===== config.mk =====
export PLATFORM = sky130hd
export DESIGN_NAME = led_bcd_counter
export DESIGN_NICKNAME = d
export VERILOG_FILES = /design/src/rtl/led_pkg.sv /design/src/rtl/led_bcd_digit.sv /design/src/rtl/led_bcd_counter.sv
export SDC_FILE = /design/constraint.sdc
export NUM_CORES = 1
export LEC_CHECK = 0
export CORE_UTILIZATION = 30
export DETAILED_ROUTE_END_ITERATION = 8
export GPL_ROUTABILITY_DRIVEN = 0
export PLACE_DENSITY = 0.59
export SLEW_MARGIN = 20
export SYNTH_ARGS = -nofsm -noshare
export SYNTH_HDL_FRONTEND = slang
export SYNTH_SLANG_ARGS = --single-unit

===== constraint.sdc =====
create_clock -name clk -period 4.33 [get_ports clk]
set_clock_uncertainty 0.05 [all_clocks]
set_input_delay 1.299 -clock clk [delete_from_list [all_inputs] [get_ports clk]]
set_output_delay 1.299 -clock clk [all_outputs]
set_load 0.01 [all_outputs]

===== src/rtl/led_pkg.sv =====
// led_pkg: shared BCD counter constants, state type and digit saturation helper
package led_pkg;
  localparam int BCD_W = 4;
  localparam int NUM_DIGITS = 4;
  localparam logic [BCD_W-1:0] BCD_MAX = 4'd9;
  typedef enum logic [1:0] {RUN, PAUSE, LOAD} state_t;
  function automatic logic [BCD_W-1:0] sat_digit(input logic [BCD_W-1:0] d);
    return d > BCD_MAX ? BCD_MAX : d;
  endfunction
endpackage


===== src/rtl/led_bcd_digit.sv =====
// led_bcd_digit: one BCD digit of the counter chain with load and carry/borrow out
// Ports: clk, rst_n (async active-low), step (advance this digit), up_dn (direction,
// used only when LED_BCD_COUNTER_DOWN_EN is defined), ld/ld_val (load, wins over step),
// digit (current value), cout (digit is at its roll-over value for the active direction).
module led_bcd_digit
  import led_pkg::*;
(
  input  logic             clk,
  input  logic             rst_n,
  input  logic             step,
  input  logic             up_dn,
  input  logic             ld,
  input  logic [BCD_W-1:0] ld_val,
  output logic [BCD_W-1:0] digit,
  output logic             cout
);
  logic [BCD_W-1:0] nxt;
`ifdef LED_BCD_COUNTER_DOWN_EN
  assign cout = up_dn ? digit == BCD_MAX : digit == '0;
  assign nxt = up_dn ? (cout ? '0 : digit + 1'b1) : (cout ? BCD_MAX : digit - 1'b1);
`else
  logic unused_up_dn;
  assign unused_up_dn = up_dn;
  assign cout = digit == BCD_MAX;
  assign nxt = cout ? '0 : digit + 1'b1;
`endif
  always_ff @(posedge clk or negedge rst_n)
    if (!rst_n) digit <= '0;
    else if (ld) digit <= ld_val;
    else if (step) digit <= nxt;
endmodule


===== src/rtl/led_bcd_counter.sv =====
// led_bcd_counter: prescaled 4-digit BCD up(/down) counter with load handshake and clear
// Ports: clk, rst_n (async active-low), en (run/pause), clr (sync clear, highest priority),
// up_dn (direction), load_valid/load_bcd/load_ready (load handshake, digits >9 saturate to 9),
// bcd_out (count), bcd_upd (pulse with each new bcd_out value), wrap (pulse on roll-over).
// Macro LED_BCD_COUNTER_DOWN_EN enables down counting; otherwise up_dn is ignored.
module led_bcd_counter
  import led_pkg::*;
#(
  parameter int CLK_HZ  = 20000000,
  parameter int TICK_HZ = 10
) (
  input  logic        clk,
  input  logic        rst_n,
  input  logic        en,
  input  logic        clr,
  input  logic        up_dn,
  input  logic        load_valid,
  input  logic [15:0] load_bcd,
  output logic        load_ready,
  output logic [15:0] bcd_out,
  output logic        bcd_upd,
  output logic        wrap
);
  localparam int DIV = CLK_HZ / TICK_HZ;
  localparam int PW = DIV > 1 ? $clog2(DIV) : 1;
  localparam logic [PW-1:0] PMAX = PW'(DIV - 1);
  state_t st, st_nxt;
  logic [PW-1:0] pre;
  logic [15:0] ld_reg, ld_sat, ld_src;
  logic tick, xfer, ld_now, step, upd_nxt;
  logic [NUM_DIGITS:0] chain;
  logic [NUM_DIGITS-1:0] cout;
  // clr blocks acceptance so a load never slips in behind a clear
  assign load_ready = rst_n && st != LOAD && !clr;
  assign xfer = load_valid && load_ready;
  assign tick = st == RUN && pre == PMAX;
  assign step = tick && !clr && !xfer;
  // clear is just a load of zero into every digit
  assign ld_now = clr || st == LOAD;
  assign ld_src = clr ? '0 : ld_reg;
  assign chain[0] = step;
  assign upd_nxt = ld_now ? ld_src != bcd_out : step;
  for (genvar i = 0; i < NUM_DIGITS; i++) begin : g_dig
    assign ld_sat[i*BCD_W +: BCD_W] = sat_digit(load_bcd[i*BCD_W +: BCD_W]);
    assign chain[i+1] = chain[i] && cout[i];
    led_bcd_digit u_digit (
      .clk    (clk),
      .rst_n  (rst_n),
      .step   (chain[i]),
      .up_dn  (up_dn),
      .ld     (ld_now),
      .ld_val (ld_src[i*BCD_W +: BCD_W]),
      .digit  (bcd_out[i*BCD_W +: BCD_W]),
      .cout   (cout[i])
    );
  end
  always_comb begin
    st_nxt = en ? RUN : PAUSE;
    if (xfer) st_nxt = LOAD;
  end
  always_ff @(posedge clk or negedge rst_n)
    if (!rst_n) begin
      st <= PAUSE;
      pre <= '0;
      ld_reg <= '0;
      bcd_upd <= 1'b0;
      wrap <= 1'b0;
    end else begin
      st <= st_nxt;
      pre <= (clr || tick) ? '0 : st == RUN ? pre + 1'b1 : pre;
      ld_reg <= xfer ? ld_sat : ld_reg;
      bcd_upd <= upd_nxt;
      // a step that carries out of the top digit is a roll-over
      wrap <= chain[NUM_DIGITS];
    end
endmodule


==> out/metrics.yaml, run 1 <==
status: "finished clean"
cp.required_ns: 2.98
slew-limit-headroom: 0.469
initial_utilization: 0.311
largest_register_ffs: 21
yosysTopAreaCell: "dfrtp_1"
synth_ff_type: "dfrtp_1"
drv_cap: 0
diodes: 0
cp_max_fo: 2
cp-start-kind: "input port"
cts_setup_buffers: 0
power_frac_comb: 0.114
worst_pin_slew_ns: 0.797
drive_above_1_share: 0.0806
fp.dieH_um: 109
grt.total_usage: 0.167
slowest_delay_ns: 0.53
power_frac_seq: 0.416
period_needed_ns: 3.99
cts_sinks: 57
tritoncts: "done"
synthesis.nets: 412
num_vias: 3005
clkTransAtPathRegs_ns: 0.05
detail-route-antenna-nets: 0
grt_pass1_vias: 2944
synthesis.area_mm2: 0.00342
clk_latency_ns: 0.32
final_cell_area_mm2: 0.00427
synth_top_area_share: 0.410
syn_to_final_growth_pct: 24.9
clockRootBuffer: "clkbuf_16"
synth_edf_count: 0
cts_resized: 0
hpwl_um: 6520
io_pins: 41
final.setup.tns_ns: 0
die_w_um: 109
grt.busiest_layer: "met2"
p_total_mw: 1.48
p_switching_uw: 367
critPathCaptureType: "output pin"
viasPerCell: 5.24
port_buffers: 39
whs_path_depth: 2
worstSetupPathType: "in -> out"
timing.critical_path.mode_cell: "clkdlybuf4s50_1"
hold_buffers: 0
placed_area_mm2: 0.00398
hold_path_class: "reg -> reg"
fin_nets: 452
cp.arrival_ns: 2.64
cts.htree.levels: 3
synth-async-reset-ratio: 1.00
met3_usage: 0.0400
p_leak_nw: 1.71
fin_util: 0.389
powerDensity_mw_per_mm2: 346
period_share: 0.922
clock_power_share: 0.470
wl_per_cell_um: 15.7
ys_seq_area_frac: 0.418
std_cell_rows: 38
fmax_mhz: 251
synth_most_common_cell: "dfrtp_1"
crit_slowest_cell: "clkdlybuf4s50_1"
synthTopCellsByArea: "dfrtp_1, nor2_1, nand2_1, xnor2_1, xor2_1"
grt_first_pass_wirelength_um: 15000
dieArea_mm2: 0.0118
synth_common_cells: "dfrtp_1, nor2_1, nand2_1, clkbuf_1, inv_1"
core_area_mm2: 0.0110
finalSetupViolCount: 0
drtPass1Iterations: 4
wl_um: 9040
clk_path_buf_depth: 2
irDropWorstVdd_uv: 162
use_met1: 0.217
drtIter0Drc: 179
grt.overflow.total: 0
path_cells: "clkdlybuf4s50_1, nor2_1, and2_1, clkdlybuf4s50_1"
syn_inst: 389
drc: 0
synthDistinctLibCells: 64
slew_viol_final: 0
switching_share: 0.249
syn_area_per_cell_um2: 8.78
power.internal_mw: 1.11
antenna_found_initial: 0
numCtsBuffers: 9
rsz0062_at_grt: "no"
grt_max_degree: 46
hold_violations: 0
synth-seq-cells: 57
worst_r2r_path_depth: 6
grtUsageMet2: 0.261
yosys_warnings: 0
## cell type report
class                      count  area, um2
clock buffer                  13        250
clock inverter                 3       40.0
fill                        1119       6720
inverter                      20       75.1
multi-input combinational    289       1820
sequential                    57       1430
tap                          140        175
timing repair buffer          52        483
## logic make-up (layout without fill, tap and decap cells)
group / Yosys count / after routing / share of synthesized area
AOI/OAI and AO/OA: 65 / 65 / 0.137
xor gates and xnor gates: 28 / 28 / 0.0718
adders and majority gates: 1 / 1 / 0.00366
buffers and inverters: 43 / 88 / 0.0502
DFF: 57 / 57 / 0.418
muxes: 5 / 5 / 0.0150
and+or+nand+nor: 190 / 190 / 0.305
## metal layers
| layer | part of all wire | wire, um |
|---|---|---|
| met3 | 0.045 | 403 |
| met1 | 0.46 | 4160 |
| met5 | 0 | 0 |
| met2 | 0.47 | 4260 |
| met4 | 0.023 | 211 |
## power groups by stage
stage	registers [mW]	clock network (mW)	logic, mW
after floorplan	0.608	0	0.0982
after global placement	0.620	0	0.168
after detailed placement	0.622	0	0.170
after CTS	0.614	0.717	0.171
after global routing	0.620	0.741	0.190
final	0.614	0.694	0.168
## through the flow
step / hold slack, ns / setup WS [ns] / instances
after floorplan: 0.412 / 0.997 / 389
after global placement: 0.444 / 0.321 / 558
after detailed placement: 0.459 / 0.334 / 558
after CTS: 0.471 / 0.327 / 574
after global routing: 0.503 / 0.321 / 574
final: 0.467 / 0.339 / 574
## worst max-delay path: cells and delay by family
| family | cells | cell delay (ns) |
|---|---|---|
| buffers and inverters | 2 | 1.02 |
| and+or+nand+nor | 2 | 0.32 |
## worst paths after layout
path                           start  slack, ns                         to
max                              clr       0.34                 load_ready
min                        ld_reg[5]       0.47                  ld_reg[5]
max reg2reg                   pre[0]       1.78  g_dig[2].u_digit.digit[2]
min reg2reg                ld_reg[5]       0.47                  ld_reg[5]
max in group asynchronous      rst_n       2.69  g_dig[0].u_digit.digit[1]
min in group asynchronous      rst_n       0.96                    pre[20]
## cell usage in the layout, fill, tap and decap left out, types with 10 or more instances in the layout
cell type | synthesis | routed
dfrtp_1 | 56 | 56
buf_4 | 0 | 13
xor2_1 | 10 | 10
nor2_1 | 49 | 49
xnor2_1 | 18 | 18
clkdlybuf4s50_1 | 0 | 38
nand3_1 | 14 | 14
o21ai_0 | 15 | 15
nand2_1 | 44 | 44
inv_1 | 19 | 19
nor4_1 | 10 | 10
No activity file was read; power rests on OpenSTA's default activity.
==> run 2, diff against run 1 <==
Settings changed: ABC_AREA set to 1, PLACE_DENSITY 0.59 to 0.61.
Clock period 4.33 ns to 3.5 ns, I/O delays scaled along.
==> run 2 against run 1 <==
Effect of this change:
- non-clock buffer count decreased by 8
- core utilization decreased by 1.4 points
- sequential share of layout area increased by 1.6 points
- via count increased by 5.2%
- routed wire length decreased by 9.6%
==> out/metrics.yaml, run 2 <==
status: "finished clean"  # unchanged
powerDensity_mw_per_mm2: 433  # was 346 mW/mm2
worst_pin_slew_ns: 0.731  # was 0.797 ns
drc: 0  # unchanged
detail-route-antenna-nets: 0  # unchanged
finalSetupViolCount: 0  # unchanged
period_share: 0.900
power.internal_mw: 1.20  # was 1.11 mW
initial_utilization: 0.310  # was 0.311
synth_ff_type: "dfrtp_1"  # unchanged
rsz0062_at_grt: "no"  # unchanged
die_w_um: 108  # was 109 um
fin_nets: 536  # was 452
viasPerCell: 4.80  # was 5.24
synth_most_common_cell: "nand2_1"  # was dfrtp_1
cts_sinks: 57  # unchanged
grt_max_degree: 58  # was 46
cts.htree.levels: 3  # unchanged
clk_path_buf_depth: 2  # unchanged
synth_top_area_share: 0.415  # was 0.410
synth_common_cells: "nand2_1, nor2_1, dfrtp_1, inv_1"  # was dfrtp_1, nor2_1, nand2_1, clkbuf_1, inv_1
clockRootBuffer: "clkbuf_8"  # was clkbuf_16
fmax_mhz: 317
power_frac_comb: 0.225  # was 0.114
final.setup.tns_ns: 0  # unchanged
wl_per_cell_um: 12.4  # was 15.7 um
synth-async-reset-ratio: 1.00  # unchanged
wl_um: 8170  # was 9040 um
slew-limit-headroom: 0.513  # was 0.469
period_needed_ns: 3.15
syn_area_per_cell_um2: 7.23  # was 8.78 um2
numCtsBuffers: 9  # unchanged
drv_cap: 0  # unchanged
yosysTopAreaCell: "dfrtp_1"  # unchanged
dieArea_mm2: 0.0117  # was 0.0118 mm2
syn_inst: 467  # was 389
hold_path_class: "reg -> reg"  # unchanged
drive_above_1_share: 0.0772  # was 0.0806
hpwl_um: 5950  # was 6520 um
hold_violations: 0  # unchanged
ys_seq_area_frac: 0.423  # was 0.418
p_switching_uw: 561  # was 367 uW
synthTopCellsByArea: "dfrtp_1, nand2_1, nor2_1, inv_1, nand3_1"  # was dfrtp_1, nor2_1, nand2_1, xnor2_1, xor2_1
grt.overflow.total: 0  # unchanged
synthDistinctLibCells: 36  # was 64
clock_power_share: 0.316  # was 0.470
grt.total_usage: 0.156  # was 0.167
fin_hold_ws_ns: 0.434  # was 0.467 ns
fin_ws_ns: 0.349  # was 0.339 ns
critPathCaptureType: "output pin"  # unchanged
irDropWorstVdd_uv: 224  # was 162 uV
slew_viol_final: 0  # unchanged
grt_pass1_vias: 3133  # was 2944
diodes: 0  # unchanged
port_buffers: 39  # unchanged
cp.arrival_ns: 2.05  # was 2.64 ns
p_leak_nw: 1.82  # was 1.71 nW
worstSetupPathType: "in -> out"  # unchanged
synth_edf_count: 0  # unchanged
syn_to_final_growth_pct: 20.7  # was 24.9%
power_frac_seq: 0.459  # was 0.416
preCtsSetupSlack_ns: 0.0195  # was 0.334 ns
fp.dieH_um: 108  # was 109 um
layout_commonest_cell: "nand2_1"  # was dfrtp_1
cp_max_fo: 2  # unchanged
cp.required_ns: 2.40  # was 2.98 ns
synthesis.area_mm2: 0.00338  # was 0.00342 mm2
io_pins: 41  # unchanged
drtIter0Drc: 133  # was 179
synth-seq-cells: 57  # unchanged
cp-start-kind: "input port"  # unchanged
tritoncts: "done"  # unchanged
final_cell_mix: "nand2_1, nor2_1, dfrtp_1"  # was dfrtp_1, nor2_1, nand2_1
std_cell_rows: 38  # unchanged
clk_latency_ns: 0.34  # was 0.32 ns
core_area_mm2: 0.0109  # was 0.0110 mm2
num_vias: 3160  # was 3005
clkTransAtPathRegs_ns: 0.06  # was 0.05 ns
synthesis.nets: 490  # was 412
largest_register_ffs: 21  # unchanged
fin_util: 0.374  # was 0.389
yosys_warnings: 0  # unchanged
antenna_found_initial: 0  # unchanged
drtPass1Iterations: 4  # unchanged
grt_first_pass_wirelength_um: 14200  # was 15000 um
switching_share: 0.318  # was 0.249
run 2: cell types whose count changed after synthesis, sizes merged, moves of 18 or more:
| cell | previous run | this run |
|---|---|---|
| inv | 19 | 52 |
| nand2 | 44 | 138 |
| clkbuf | 19 | 0 |
| o21ai | 15 | 41 |
| xnor2 | 18 | 0 |
| nor2 | 49 | 68 |
| nand3 | 14 | 33 |
run 2: layer usage:
metal | vias to the layer above | GRT usage | routed length (um)
li1 | 1609 | - | -
met1 | 1473 | 0.198 | 3830
met2 | 71 | 0.259 | 3940
met3 | 7 | 0.0380 | 347
met4 | 0 | 0.0528 | 55
met5 | - | 0 | 0
run 2: area by class of cell:
class / count / area (um2)
inverters: 53 / 201
clock inverters: 3 / 15.0
repair buffers: 44 / 425
well taps: 140 / 175
multi-input cells: 348 / 1670
fillers: 1128 / 6810
flip-flops and latches: 57 / 1430
clock buffers: 13 / 159
run 2: cells by family (layout without fill, tap and decap cells):
logic type      after synthesis  count (layout)  synth area share
buf+inv                      62             113            0.0819
simple gates                255             255             0.327
flops                        57              57             0.423
xor+xnor                     12              12            0.0311
compound gates               80              80             0.134
fa+ha+maj                     1               1           0.00371
run 2: critical path, stage by stage:
cell and delay [ns]:
dlymetal6s2s_1 0.18, inv_4 0.09, nand2_4 0.05, nor2_4 0.12, clkdlybuf4s50_1 0.56
run 2: path summary, 6_finish.rpt:
path                             from                   endpoint  slack (ns)  cells past startpoint
max in group asynchronous       rst_n  g_dig[2].u_digit.digit[3]        2.05                      2
max                               clr                 load_ready        0.35                      5
max reg2reg                    pre[0]  g_dig[3].u_digit.digit[0]        1.50                     10
min                        ld_reg[15]                 ld_reg[15]        0.43                      2
min reg2reg                ld_reg[15]                 ld_reg[15]        0.43                      2
min in group asynchronous       rst_n                  ld_reg[0]        0.84                      2
run 2: repair_timing:
action	4_1_cts	5_1_grt
setup endpoints to repair	0	1
resized for setup	0	1
hold buffers	0	0
buffers inserted	0	0
run 2: power by group through the flow:
stage	Clock (mW)	Sequential, mW	Combinational (mW)
global placement	0	0.819	0.392
finish	0.558	0.809	0.396
global route	0.614	0.820	0.449
detailed placement	0	0.820	0.398
CTS	0.578	0.809	0.401
floorplan	0	0.817	0.226
run 2: metrics by stage:
stage | power (mW) | cells | area, um2
after floorplan | 1.04 | 467 | 3380
after CTS | 1.79 | 658 | 4070
final | 1.76 | 658 | 4080
after global routing | 1.88 | 658 | 4080
after detailed placement | 1.22 | 642 | 3900
after global placement | 1.21 | 642 | 3900
==> run 3, diff against run 2 <==
Settings changed: CORE_UTILIZATION 30 to 45, PLACE_DENSITY 0.61 to 0.8, SKIP_CTS_REPAIR_TIMING set to 1.
==> run 3 against run 2 <==
Effect of this change:
- design area down 0.92%
- first-iteration DRC count up 51%
- via count up 1.6%
- global-route usage up 6.5 points
- sequential power about the same
- die area down 33%
- routed wire length down 4.1%
- total power up 3.4%
- clock power up 9.9%
- largest power group unchanged
- highest routed layer unchanged
==> out/metrics.yaml, run 3 (synthesis results as in run 2) <==
status: "finished clean"  # unchanged
drtIter0Drc: 201  # was 133
placed_area_mm2: 0.00385  # was 0.00390 mm2
wl_um: 7830  # was 8170 um
fp.dieH_um: 88.6  # was 108 um
clk_latency_ns: 0.34  # about the same
slowest_delay_ns: 0.54  # was 0.56 ns
hold_violations: 0  # unchanged
wl_per_cell_um: 12.7  # was 12.4 um
cts.htree.levels: 3  # unchanged
timing.critical_path.mode_cell: "clkdlybuf4s50_1"
fin_util: 0.557  # was 0.374
power.internal_mw: 1.25  # was 1.20 mW
wl_met3_um: 382  # was 347 um
p_total_mw: 1.82  # was 1.76 mW
whs_path_depth: 2  # unchanged
die_w_um: 88.6  # was 108 um
num_vias: 3212  # was 3160
routed-wl-met2_um: 3800  # was 3940 um
syn_to_final_growth_pct: 19.6  # was 20.7%
dieArea_mm2: 0.00785  # was 0.0117 mm2
final_cell_mix: "nand2_1, nor2_1, dfrtp_1"  # unchanged
period_needed_ns: 3.38  # was 3.15 ns
wl_met1_um: 3510  # was 3830 um
fill_cells: 685  # was 1128
grt_max_degree: 58  # unchanged
core_area_mm2: 0.00725  # was 0.0109 mm2
cp_max_fo: 2  # unchanged
worst_r2r_path_depth: 9  # was 10
detail-route-antenna-nets: 0  # unchanged
tritoncts: "done"  # unchanged
drtPass1Iterations: 4  # unchanged
finalSetupViolCount: 0  # unchanged
grt_pass1_vias: 3038  # was 3133
grt.overflow.total: 0  # unchanged
irDropWorstVdd_uv: 221  # was 224 uV
ff2ff_setup_slack_ns: 1.48  # was 1.50 ns
largest_register_ffs: 21  # unchanged
hpwl_um: 5520  # was 5950 um
layout_commonest_cell: "nand2_1"  # unchanged
worstSetupPathType: "in -> out"  # unchanged
critPathCaptureType: "output pin"  # unchanged
worst_pin_slew_ns: 0.726  # was 0.731 ns
cts_sinks: 57  # unchanged
viasPerCell: 5.21  # was 4.80
clockRootBuffer: "clkbuf_8"  # unchanged
initial_utilization: 0.465  # was 0.310
top_layer_used: "met4"  # unchanged
powerDensity_mw_per_mm2: 451  # was 433 mW/mm2
antenna_found_initial: 0  # unchanged
grt_first_pass_wirelength_um: 13400  # was 14200 um
switching_share: 0.312  # was 0.318
clock_power_share: 0.337  # was 0.316
cp.arrival_ns: 2.28  # was 2.05 ns
slew-limit-headroom: 0.516  # was 0.513
hold_path_class: "reg -> reg"  # unchanged
cp.required_ns: 2.40  # about the same
path_cells: "clkdlybuf4s50_1, inv_4, nand2_4, nor2_4, clkdlybuf4s50_1"  # was dlymetal6s2s_1, inv_4, nand2_4, nor2_4, clkdlybuf4s50_1
fin_nets: 536  # unchanged
io_pins: 41  # unchanged
numCtsBuffers: 9  # unchanged
drive_above_1_share: 0.0772  # unchanged
port_buffers: 39  # unchanged
drv_cap: 0  # unchanged
crit_slowest_cell: "clkdlybuf4s50_1"  # unchanged
power_frac_comb: 0.219  # was 0.225
p_leak_nw: 1.82  # about the same
seq_area_mm2: 0.00143  # unchanged
power_frac_seq: 0.444  # was 0.459
final.setup.tns_ns: 0  # unchanged
fmax_mhz: 295  # was 317 MHz
clkTransAtPathRegs_ns: 0.06  # about the same
cp-start-kind: "input port"  # unchanged
final_cell_area_mm2: 0.00404  # was 0.00408 mm2
rsz0062_at_grt: "no"  # unchanged
grt.total_usage: 0.221  # was 0.156
std_cell_rows: 31  # was 38
period_share: 0.967  # was 0.900
multi_input_area_mm2: 0.00167  # unchanged
slew_viol_final: 0  # unchanged
p_switching_uw: 568  # was 561 uW
drc: 0  # unchanged
diodes: 0  # unchanged
clk_path_buf_depth: 2  # unchanged
==> run 3: cell types whose count changed in the layout (fill, tap and decap cells not counted) <==
| cell | change |
|---|---|
| bufinv_16 | +1 |
| dlymetal6s2s_1 | -1 |
| clkbuf_8 | -1 |
| clkdlybuf4s50_1 | +1 |
==> run 3: worst paths after layout <==
| check | startpoint | end |
|---|---|---|
| min | ld_reg[15] | ld_reg[15] |
| min in group asynchronous | rst_n | pre[3] |
| max in group asynchronous | rst_n | g_dig[2].u_digit.digit[2] |
| max reg2reg | st[0] | g_dig[1].u_digit.digit[1] |
| max | clr | load_ready |
| min reg2reg | ld_reg[15] | ld_reg[15] |
==> run 3: power by group through the flow <==
stage	Clock, mW	Sequential [mW]	Combinational [mW]
after floorplan	0	0.817	0.226
after global placement	0	0.817	0.385
after detailed placement	0	0.818	0.395
after CTS	0.613	0.807	0.401
after global routing	0.646	0.818	0.454
final	0.613	0.809	0.400
==> run 3: cell type report <==
type | count | share of cell area
clock buffers | 12 | 0.0359
multi-input cells | 348 | 0.414
repair buffers | 44 | 0.105
flip-flops and latches | 57 | 0.354
well taps | 99 | 0.0307
clock inverters | 4 | 0.0112
inverters | 53 | 0.0499
==> run 3: critical path: cells and delay by family <==
| kind | cells | cell delay (ns) |
|---|---|---|
| simple gates | 2 | 0.15 |
| buf+inv | 3 | 1.09 |
==> run 3: metrics by stage <==
stage / instances / setup slack [ns] / hold slack, ns
after floorplan: 467 / 0.899 / 0.399
after global placement: 601 / 0.113 / 0.421
after detailed placement: 601 / 0.105 / 0.419
after CTS: 617 / 0.100 / 0.434
after global routing: 617 / 0.0601 / 0.470
final: 617 / 0.115 / 0.434
==> run 3: metal layers <==
layer	track usage	vias to the layer above
met2	0.380	89
met4	0.0792	0
met3	0.0429	15
met1	0.279	1502
met5	0	-
li1	-	1606
